File: config.mk
export PLATFORM = sky130hd
export DESIGN_NAME = data_mem_access_ctrl
export DESIGN_NICKNAME = d
export VERILOG_FILES = /design/src/rtl/data_mem_ctrl_pkg.sv /design/src/rtl/mem_lane_align.sv /design/src/rtl/data_mem_access_ctrl.sv
export SDC_FILE = /design/constraint.sdc
export NUM_CORES = 1
export LEC_CHECK = 0
export CAP_MARGIN = 20
export CORE_MARGIN = 2
export CORE_UTILIZATION = 45
export CTS_BUF_LIST = sky130_fd_sc_hd__clkbuf_16
export CTS_CLUSTER_DIAMETER = 80
export DETAILED_ROUTE_END_ITERATION = 7
export PLACE_DENSITY = 0.8
export RECOVER_POWER = 50
export SLEW_MARGIN = 40
export SYNTH_ARGS = -nofsm -noshare
export SYNTH_HDL_FRONTEND = slang
export SYNTH_SLANG_ARGS = --single-unit
File: constraint.sdc
create_clock -name clk -period 2.3 [get_ports clk]
set_input_delay 0.46 -clock clk [delete_from_list [all_inputs] [get_ports clk]]
set_output_delay 0.46 -clock clk [all_outputs]
set_load 0.05 [all_outputs]
File: src/rtl/data_mem_ctrl_pkg.sv
// Shared types, byte-enable constants and alignment helper for the data memory
// access controller.
package data_mem_ctrl_pkg;

    typedef enum logic [1:0] {
        SZ_B   = 2'b00,
        SZ_H   = 2'b01,
        SZ_W   = 2'b10,
        SZ_ILL = 2'b11
    } size_e;

    typedef enum logic [1:0] {
        IDLE   = 2'b00,
        REQ    = 2'b01,
        WAIT_R = 2'b10,
        RESP   = 2'b11
    } state_e;

    localparam logic [3:0] BE_BYTE = 4'b0001;
    localparam logic [3:0] BE_HALF = 4'b0011;
    localparam logic [3:0] BE_WORD = 4'b1111;

    function automatic logic misaligned(input size_e size, input logic [1:0] addr_lo);
        case (size)
            SZ_H:    return addr_lo[0];
            SZ_W:    return addr_lo != 2'b00;
            default: return 1'b0;
        endcase
    endfunction

endpackage

File: src/rtl/mem_lane_align.sv
// Combinational lane steering: byte enables, replicated store data and
// right-justified, size-masked load data.
module mem_lane_align
    import data_mem_ctrl_pkg::*;
(
    input  size_e       size,
    input  logic [1:0]  addr_lo,
    input  logic [31:0] wdata,
    input  logic [31:0] rdata_raw,
    output logic [3:0]  be,
    output logic [31:0] wdata_rep,
    output logic [31:0] rdata_aligned
);

    logic [31:0] rdata_shifted;

    assign rdata_shifted = rdata_raw >> {addr_lo, 3'b000};

    // NOTE: every output gets a default before the case so no path leaves a
    // value unassigned, which would otherwise infer a latch.
    always_comb begin
        be            = '0;
        wdata_rep     = '0;
        rdata_aligned = '0;
        case (size)
            SZ_B: begin
                be            = BE_BYTE << addr_lo;
                wdata_rep     = {4{wdata[7:0]}};
                rdata_aligned = {24'h0, rdata_shifted[7:0]};
            end
            SZ_H: begin
                be            = BE_HALF << {addr_lo[1], 1'b0};
                wdata_rep     = {2{wdata[15:0]}};
                rdata_aligned = {16'h0, rdata_shifted[15:0]};
            end
            SZ_W: begin
                be            = BE_WORD;
                wdata_rep     = wdata;
                rdata_aligned = rdata_shifted;
            end
            default: ;
        endcase
    end

endmodule

File: src/rtl/data_mem_access_ctrl.sv
// Load/store sequencer between the execute stage and a single-port data memory,
// with a bounded wait for read data.
module data_mem_access_ctrl
    import data_mem_ctrl_pkg::*;
#(
    parameter int TIMEOUT = 255
) (
    input  logic        clk,
    input  logic        rst_n,
    input  logic        core_req,
    input  logic        core_we,
    input  logic [1:0]  core_size,
    input  logic [31:0] core_addr,
    input  logic [31:0] core_wdata,
    output logic        core_ready,
    output logic        rsp_valid,
    output logic [31:0] rsp_rdata,
    output logic        rsp_err,
    output logic        mem_req,
    output logic        mem_we,
    output logic [3:0]  mem_be,
    output logic [31:0] mem_addr,
    output logic [31:0] mem_wdata,
    input  logic        mem_gnt,
    input  logic        mem_rvalid,
    input  logic [31:0] mem_rdata
);

    localparam int CNT_W = (TIMEOUT > 0) ? $clog2(TIMEOUT + 1) : 1;
    localparam logic [CNT_W-1:0] CNT_LAST = CNT_W'((TIMEOUT > 0) ? TIMEOUT - 1 : 0);

    state_e           state_q, state_d;
    logic             we_q, we_d;
    size_e            size_q, size_d;
    logic [31:0]      addr_q, addr_d;
    logic [31:0]      wdata_q, wdata_d;
    logic [31:0]      rdata_q, rdata_d;
    logic             err_q, err_d;
    logic [CNT_W-1:0] cnt_q, cnt_d;

    logic [3:0]  lane_be;
    logic [31:0] lane_wdata;
    logic [31:0] lane_rdata;
    size_e       req_size;
    logic        in_req;

    assign req_size = size_e'(core_size);

    mem_lane_align u_lane (
        .size          (size_q),
        .addr_lo       (addr_q[1:0]),
        .wdata         (wdata_q),
        .rdata_raw     (mem_rdata),
        .be            (lane_be),
        .wdata_rep     (lane_wdata),
        .rdata_aligned (lane_rdata)
    );

    always_comb begin
        state_d = state_q;
        we_d    = we_q;
        size_d  = size_q;
        addr_d  = addr_q;
        wdata_d = wdata_q;
        rdata_d = rdata_q;
        err_d   = err_q;
        cnt_d   = cnt_q;
        case (state_q)
            IDLE: begin
                if (core_req) begin
                    we_d    = core_we;
                    size_d  = req_size;
                    addr_d  = core_addr;
                    wdata_d = core_wdata;
                    // Bad requests never touch memory; they report straight away.
                    if (req_size == SZ_ILL || misaligned(req_size, core_addr[1:0])) begin
                        state_d = RESP;
                        err_d   = 1'b1;
                        rdata_d = '0;
                    end else begin
                        state_d = REQ;
                    end
                end
            end
            REQ: begin
                if (mem_gnt) begin
                    if (we_q) begin
                        state_d = RESP;
                        err_d   = 1'b0;
                        rdata_d = '0;
                    end else begin
                        state_d = WAIT_R;
                        cnt_d   = '0;
                    end
                end
            end
            WAIT_R: begin
                if (mem_rvalid) begin
                    state_d = RESP;
                    err_d   = 1'b0;
                    rdata_d = lane_rdata;
                end else if (TIMEOUT != 0 && cnt_q == CNT_LAST) begin
                    state_d = RESP;
                    err_d   = 1'b1;
                    rdata_d = '0;
                end else begin
                    cnt_d = cnt_q + CNT_W'(1);
                end
            end
            RESP: state_d = IDLE;
            default: state_d = IDLE;
        endcase
    end

    // NOTE: state registers use non-blocking assignments so every flop sees
    // the pre-edge values of the others, independent of statement order.
    always_ff @(posedge clk or negedge rst_n) begin
        if (!rst_n) begin
            state_q <= IDLE;
            we_q    <= 1'b0;
            size_q  <= SZ_B;
            addr_q  <= '0;
            wdata_q <= '0;
            rdata_q <= '0;
            err_q   <= 1'b0;
            cnt_q   <= '0;
        end else begin
            state_q <= state_d;
            we_q    <= we_d;
            size_q  <= size_d;
            addr_q  <= addr_d;
            wdata_q <= wdata_d;
            rdata_q <= rdata_d;
            err_q   <= err_d;
            cnt_q   <= cnt_d;
        end
    end

    assign in_req     = (state_q == REQ);
    assign core_ready = (state_q == IDLE);
    assign rsp_valid  = (state_q == RESP);
    assign rsp_rdata  = rdata_q;
    assign rsp_err    = err_q;

    // Memory-side fields are quiet outside REQ so the bus only shows live requests.
    assign mem_req   = in_req;
    assign mem_we    = in_req & we_q;
    assign mem_be    = in_req ? lane_be : 4'b0000;
    assign mem_addr  = in_req ? {addr_q[31:2], 2'b00} : 32'h0;
    assign mem_wdata = in_req ? lane_wdata : 32'h0;

endmodule

Word-level counts from Yosys, hierarchy flattened
Index checks and enable logic that the tools add are counted.

operators by class
  add/sub/neg operators = 1
  eq/ne operators = 17
  shift-type cells = 3
  mux-type cells = 35
  bitwise gates (word level) = 1
  reduce and logical (&&, ||, !) cells = 10

operators by type and width
  operator             count
  $pmux 32 s3          3
  $mux 32              8
  $mux 8               4
  $shr 32x5->32        1
  $pmux 8 s2           1
  $ne 2x2->1 const B   6
  $pmux 4 s3           1
  $eq 2x2->1 const B   5
  $mux 2               5
  $mux 1               9
  $add 8x1->8 const B  1
  $eq 8x8->1 const B   1
  $pmux 2 s4           1
  $eq 2x1->1 const B   3
  $reduce_and 6->1     1
  $reduce_and 5->1     1
  $logic_not 2->1      2
  $mux 4               1
  $reduce_bool 2->1    2
  $shl 1x2->4 const A  1
  $shl 2x2->4 const A  1
  $ne 3x3->1 const B   1
  $pmux 1 s3           1
  $reduce_and 3->1     1
  6 further kinds      6

storage, ports and cells
  flip-flop bits (word level) = 110
  input port bits = 104
  output and inout port bits = 105

Logic depth before layout (Yosys ltp)
  depth in word-level cells = 8
  mapped depth = 8

Modules after synthesis
From an unflattened synthesis, not the netlist that was laid out.

unflattened totals
  cells, all modules = 588
  area total of the unflattened synthesis = 6409.9 µm²

by module, submodules not included
  module                instances  cells an instance  area each (µm²)  seq. area each (µm²)
  data_mem_access_ctrl  1          418                5297.6           2752.6
  mem_lane_align        1          170                1112.3           0.0

Worst setup path before layout
Ideal clock, no wire load.

  path kind = reg-to-output
  start = register state_q[1]
  end = output mem_be[1]
  arrival = 2334 ps
  setup slack = -494 ps
  cell stages (with the launch flop) = 7
  path buffers = 2
  cell sequence = dfrtp_1 -> inv_1 -> ha_1 -> buf_2 -> clkbuf_1 -> nand2_1 -> a21oi_1

between the ends
  longest elaborated chain between the ends = 2

ends and longest elaborated chain
  item                    line                         RTL
  start, declared         data_mem_access_ctrl.sv:32   state_e state_q, state_d;
  start signal, assigned  data_mem_access_ctrl.sv:128  state_q <= state_d;
  $eq 2x1->1              data_mem_access_ctrl.sv:139  assign in_req = (state_q == REQ);
  via mem_req             data_mem_access_ctrl.sv:19   output logic mem_req,
  $mux 4                  data_mem_access_ctrl.sv:148  assign mem_be = in_req ? lane_be : 4'b0000;
  end, declared           data_mem_access_ctrl.sv:21   output logic [3:0] mem_be,

The timed path passes the listed nets, and every way through them passes these cells.

Final worst setup path
  start = register size_q[1]
  end = output mem_wdata[14]

between the ends
  longest elaborated chain between the ends = 3
  elaborated cells between the ends (all ways) = 5
  those cells by class = eq/ne (2); mux (2); reduce/logical (1)

ends and longest elaborated chain
  item                                line                         RTL
  start, declared                     data_mem_access_ctrl.sv:34   size_e size_q, size_d;
  start signal, assigned              data_mem_access_ctrl.sv:130  size_q <= size_d;
  $eq 2x2->1 (tied with other cells)  mem_lane_align.sv:25         case (size)
  $pmux 32 s3 *                       mem_lane_align.sv:25
  $mux 32 *                           data_mem_access_ctrl.sv:150  assign mem_wdata = in_req ? lane_wdata : 32'h0;
  end, declared                       data_mem_access_ctrl.sv:23   output logic [31:0] mem_wdata,

Every way passes the cells marked *; elsewhere a longest branch is shown, timed or not.

==> qor.yml <==
detail_route.wl_per_cell_um: 19.3
grt_start_max_net_pins: 47
power.ir.vdd_worst_mv: 1.00
overall_global_routing_resource_usage_pct: 26.7
clockBufferDepth: 2
drcViolationCount: 0
synth-seq-area-share_pct: 47.4
placement_rows: 41
postSynth.asyncResetShare_pct: 100
stdcell_area_um2: 9340
drt_first_iter_violations: 319
post_syn_area_um2: 5800
post_synth_xor_area_fraction_pct: 0.151
die_area_um2: 13800
final_skew_ns: 0.00888
reg2reg_setup_slack_ns: 0.08
routed_via_count_divided_by_cell_count: 5.47
power_density_nw_per_um2: 1530
total_leakage_power_nw: 4.09
worst-endpoint-required_ns: 1.84
synthMuxAreaShare_pct: 21.8
max_fclk_mhz: 446
critical_path_at_ns: 1.78
postRouteWirelength_um: 18000
yosys_reg_bits: 110
synth_compound_area_share_pct: 10.5
timing.max_slew.rel_slack_pct: -0.886
outcome: "finished, violations left"
cts_tree: "yes"
maxCapViolations: 1
worst-path-max-fanout: 16
dpl_cell_area_um2: 8950
netlist.area_leader.share_pct: 47.4
initial_core_utilization_pct: 46.0
crit-reg2reg-capture: "rsp_rdata[18]$_DFFE_PN0P_"
timing.final.crit_period_ns: 2.24
main_combinational_cell_family_by_area_after_synthesis: "multiplexers"
nets: 873
tightest_slew_ns: 1.51
startpoint_type: "flip-flop"
htree_num_levels: 3
hold-worst-slack_ns: 0.464
clock_tree.root_cell: "sky130_fd_sc_hd__clkbuf_16"
violated_checks: "capacitance limit, slew limit"
placed_cells: 913
final-hold-violation-count: 0
crit_path_buffers_inverters: 2
synth-main-ff-cell: "sky130_fd_sc_hd__dfrtp_1"
critPathTopFamily: "flip-flops"
diodes: 0
detailedPlacementHpwl_um: 13300
wire_length_of_the_first_global_routing_pass_um: 29400
antenna_found_initial: 0
synth_simple_gate_area_share_pct: 13.7
cp_cell_sequence: "nor2b_2, buf_4, a21oi_1, nor2_4, buf_12"
synth.top_cells.by_area: "sky130_fd_sc_hd__dfrtp_1 (47%), sky130_fd_sc_hd__mux2_2 (13%), sky130_fd_sc_hd__mux2i_1 (6.9%), sky130_fd_sc_hd__and2_1 (3.6%), sky130_fd_sc_hd__nand2_1 (3.0%)"
worst_path_max_delay_cell: "sky130_fd_sc_hd__dfrtp_2"
postCtsHoldBufs: 0
r2r_start: "state_q[0]$_DFFE_PN0P_"
clock_sink_count: 110
floorplan_core_area_um2: 12600
chipHeight_um: 118
hold_class: "input port to asynchronous set/reset pin"
post_route_cells_drive_above_1_share_pct: 31.4
grt-ovfl-total: 0
count_of_flip_flops_with_a_built_in_enable_after_synthesis: 0
gpl.final_weighted_congestion: 0.839
areaGrowthSynthToFinish_pct: 61.0
worstSkewPairLatency_ns: 0.35
period_share_pct: 97.6
routed-via-count: 5122
antenna_violating_nets_post_route: 0
synth-warning-count: 0
overall_die_width_um: 118
cts_made_buffers: 9
detailedRoute.firstPassIterationCount: 5
cts.clk_slew.worst_paths_ns: 0.07
netlist_instances: 541
count_of_buffers_inserted_at_the_top_level_ports: 206
timing.critical_path.slowest_cell_delay_ns: 0.50
stdcell_count: 936
worst_r2r_path_depth: 7
critical_path_class: "flip-flop to output pin"
worstSetupEndpointType: "output pin"
setup_viol: 0
first_global_vias: 5546
yosysUniqueCellTypes: 52
postSynthAreaPerCell_um2: 10.7
yosys.area_share.adder_pct: 2.16
yosys.area.top_type: "sky130_fd_sc_hd__dfrtp_1"
io-pin-count: 209
timing_max_transition_violations_final: 30
metrics by stage:
stage / setup slack (ns) / utilization, % / setup TNS [ns] / power [mW]
2_1_floorplan: -0.0580 / - / -0.635 / 8.75
3_3_place_gp: -0.0474 / 70.9 / -0.349 / 12.1
3_5_place_dp: -0.0780 / 70.9 / -0.818 / 12.3
4_1_cts: 0.00515 / 74.2 / 0 / 14.3
5_1_grt: -0.0139 / 74.0 / -0.0189 / 14.9
6_report: 0.0556 / 74.0 / 0 / 14.3
worst max path at each step:
stage                            from                   endpoint  slack, ns  cells past startpoint
6_report        size_q[1]$_DFFE_PN0P_              mem_wdata[14]       0.06                      5
5_1_grt        state_q[1]$_DFFE_PN0P_               mem_addr[10]      -0.01                      6
4_1_cts        state_q[1]$_DFFE_PN0P_               mem_addr[13]      0.005                      6
3_5_place_dp             core_size[0]  rsp_rdata[21]$_DFFE_PN0P_      -0.08                      7
3_3_place_gp             core_size[0]  rsp_rdata[23]$_DFFE_PN0P_      -0.05                      7
2_1_floorplan  state_q[1]$_DFFE_PN0P_                  mem_be[1]      -0.06                      6
kinds of logic after synthesis:
| logic type | Yosys count |
|---|---|
| compound gates | 87 |
| xor+xnor | 1 |
| fa+ha+maj | 10 |
| buf+inv | 57 |
| flops | 110 |
| mux | 115 |
| other cells | 1 |
| simple gates | 160 |
registers in the layout (all words and copies together), names as in the netlist:
signal and cells:
rsp_rdata 32, addr_q 32, state_q 2, we_q 1, size_q 2, rsp_err 1, wdata_q 32, cnt_q 8
routing by layer:
layer	share of wire (%)	vias up	track usage, %
met4	1.8	0	8.43
met1	38	2534	30.9
li1	-	2325	-
met2	50	234	46.2
met5	0	-	0
met3	9.8	29	9.59
report_power, final:
| group | switching, mW | total, mW | internal [mW] |
|---|---|---|---|
| combinational | 5.22 | 9.22 | 3.99 |
| clock | 0.714 | 1.77 | 1.06 |
| sequential | 0.562 | 3.27 | 2.71 |
synthesized netlist by cell type, types with 8 or more instances:
| cell | n |
|---|---|
| sky130_fd_sc_hd__a22oi_1 | 8 |
| sky130_fd_sc_hd__dfrtp_1 | 110 |
| sky130_fd_sc_hd__buf_1 | 8 |
| sky130_fd_sc_hd__o21ai_0 | 14 |
| sky130_fd_sc_hd__and2_1 | 33 |
| sky130_fd_sc_hd__ha_1 | 10 |
| sky130_fd_sc_hd__inv_1 | 21 |
| sky130_fd_sc_hd__nand2_1 | 46 |
| sky130_fd_sc_hd__a32o_1 | 8 |
| sky130_fd_sc_hd__a21oi_1 | 26 |
| sky130_fd_sc_hd__mux2_2 | 69 |
| sky130_fd_sc_hd__nor2_1 | 44 |
| sky130_fd_sc_hd__clkbuf_1 | 16 |
| sky130_fd_sc_hd__mux2i_1 | 40 |
| sky130_fd_sc_hd__and3_1 | 12 |
| sky130_fd_sc_hd__a22o_1 | 8 |
layout by cell type (no fill, tap or decap), types with 9 or more instances in the layout:
cell                              instances
sky130_fd_sc_hd__mux2i_1                 40
sky130_fd_sc_hd__mux2_2                  69
sky130_fd_sc_hd__nor2_4                  22
sky130_fd_sc_hd__buf_12                  60
sky130_fd_sc_hd__clkdlybuf4s50_1        135
sky130_fd_sc_hd__nand2_1                 43
sky130_fd_sc_hd__buf_4                   39
sky130_fd_sc_hd__clkbuf_16                9
sky130_fd_sc_hd__nor2_1                  18
sky130_fd_sc_hd__a21oi_1                 24
sky130_fd_sc_hd__and2_1                  33
sky130_fd_sc_hd__inv_1                   20
sky130_fd_sc_hd__dfrtp_1                107
sky130_fd_sc_hd__ha_1                     9
sky130_fd_sc_hd__and3_1                  12
sky130_fd_sc_hd__o21ai_0                 14
repair_timing:
| item | CTS | global route |
|---|---|---|
| resized for setup | 8 | 3 |
| pin swaps | 0 | 0 |
| setup endpoints to repair | 44 | 29 |
| buffers inserted | 5 | 2 |
layout make-up:
type	instances	area, um^2
timing repair buffer	241	2890
clock inverter	7	114
multi-input combinational	375	3050
inverter	22	86.3
fill	868	3280
clock buffer	9	225
tap	172	215
sequential	110	2760
No activity file was read; power rests on OpenSTA's default activity.
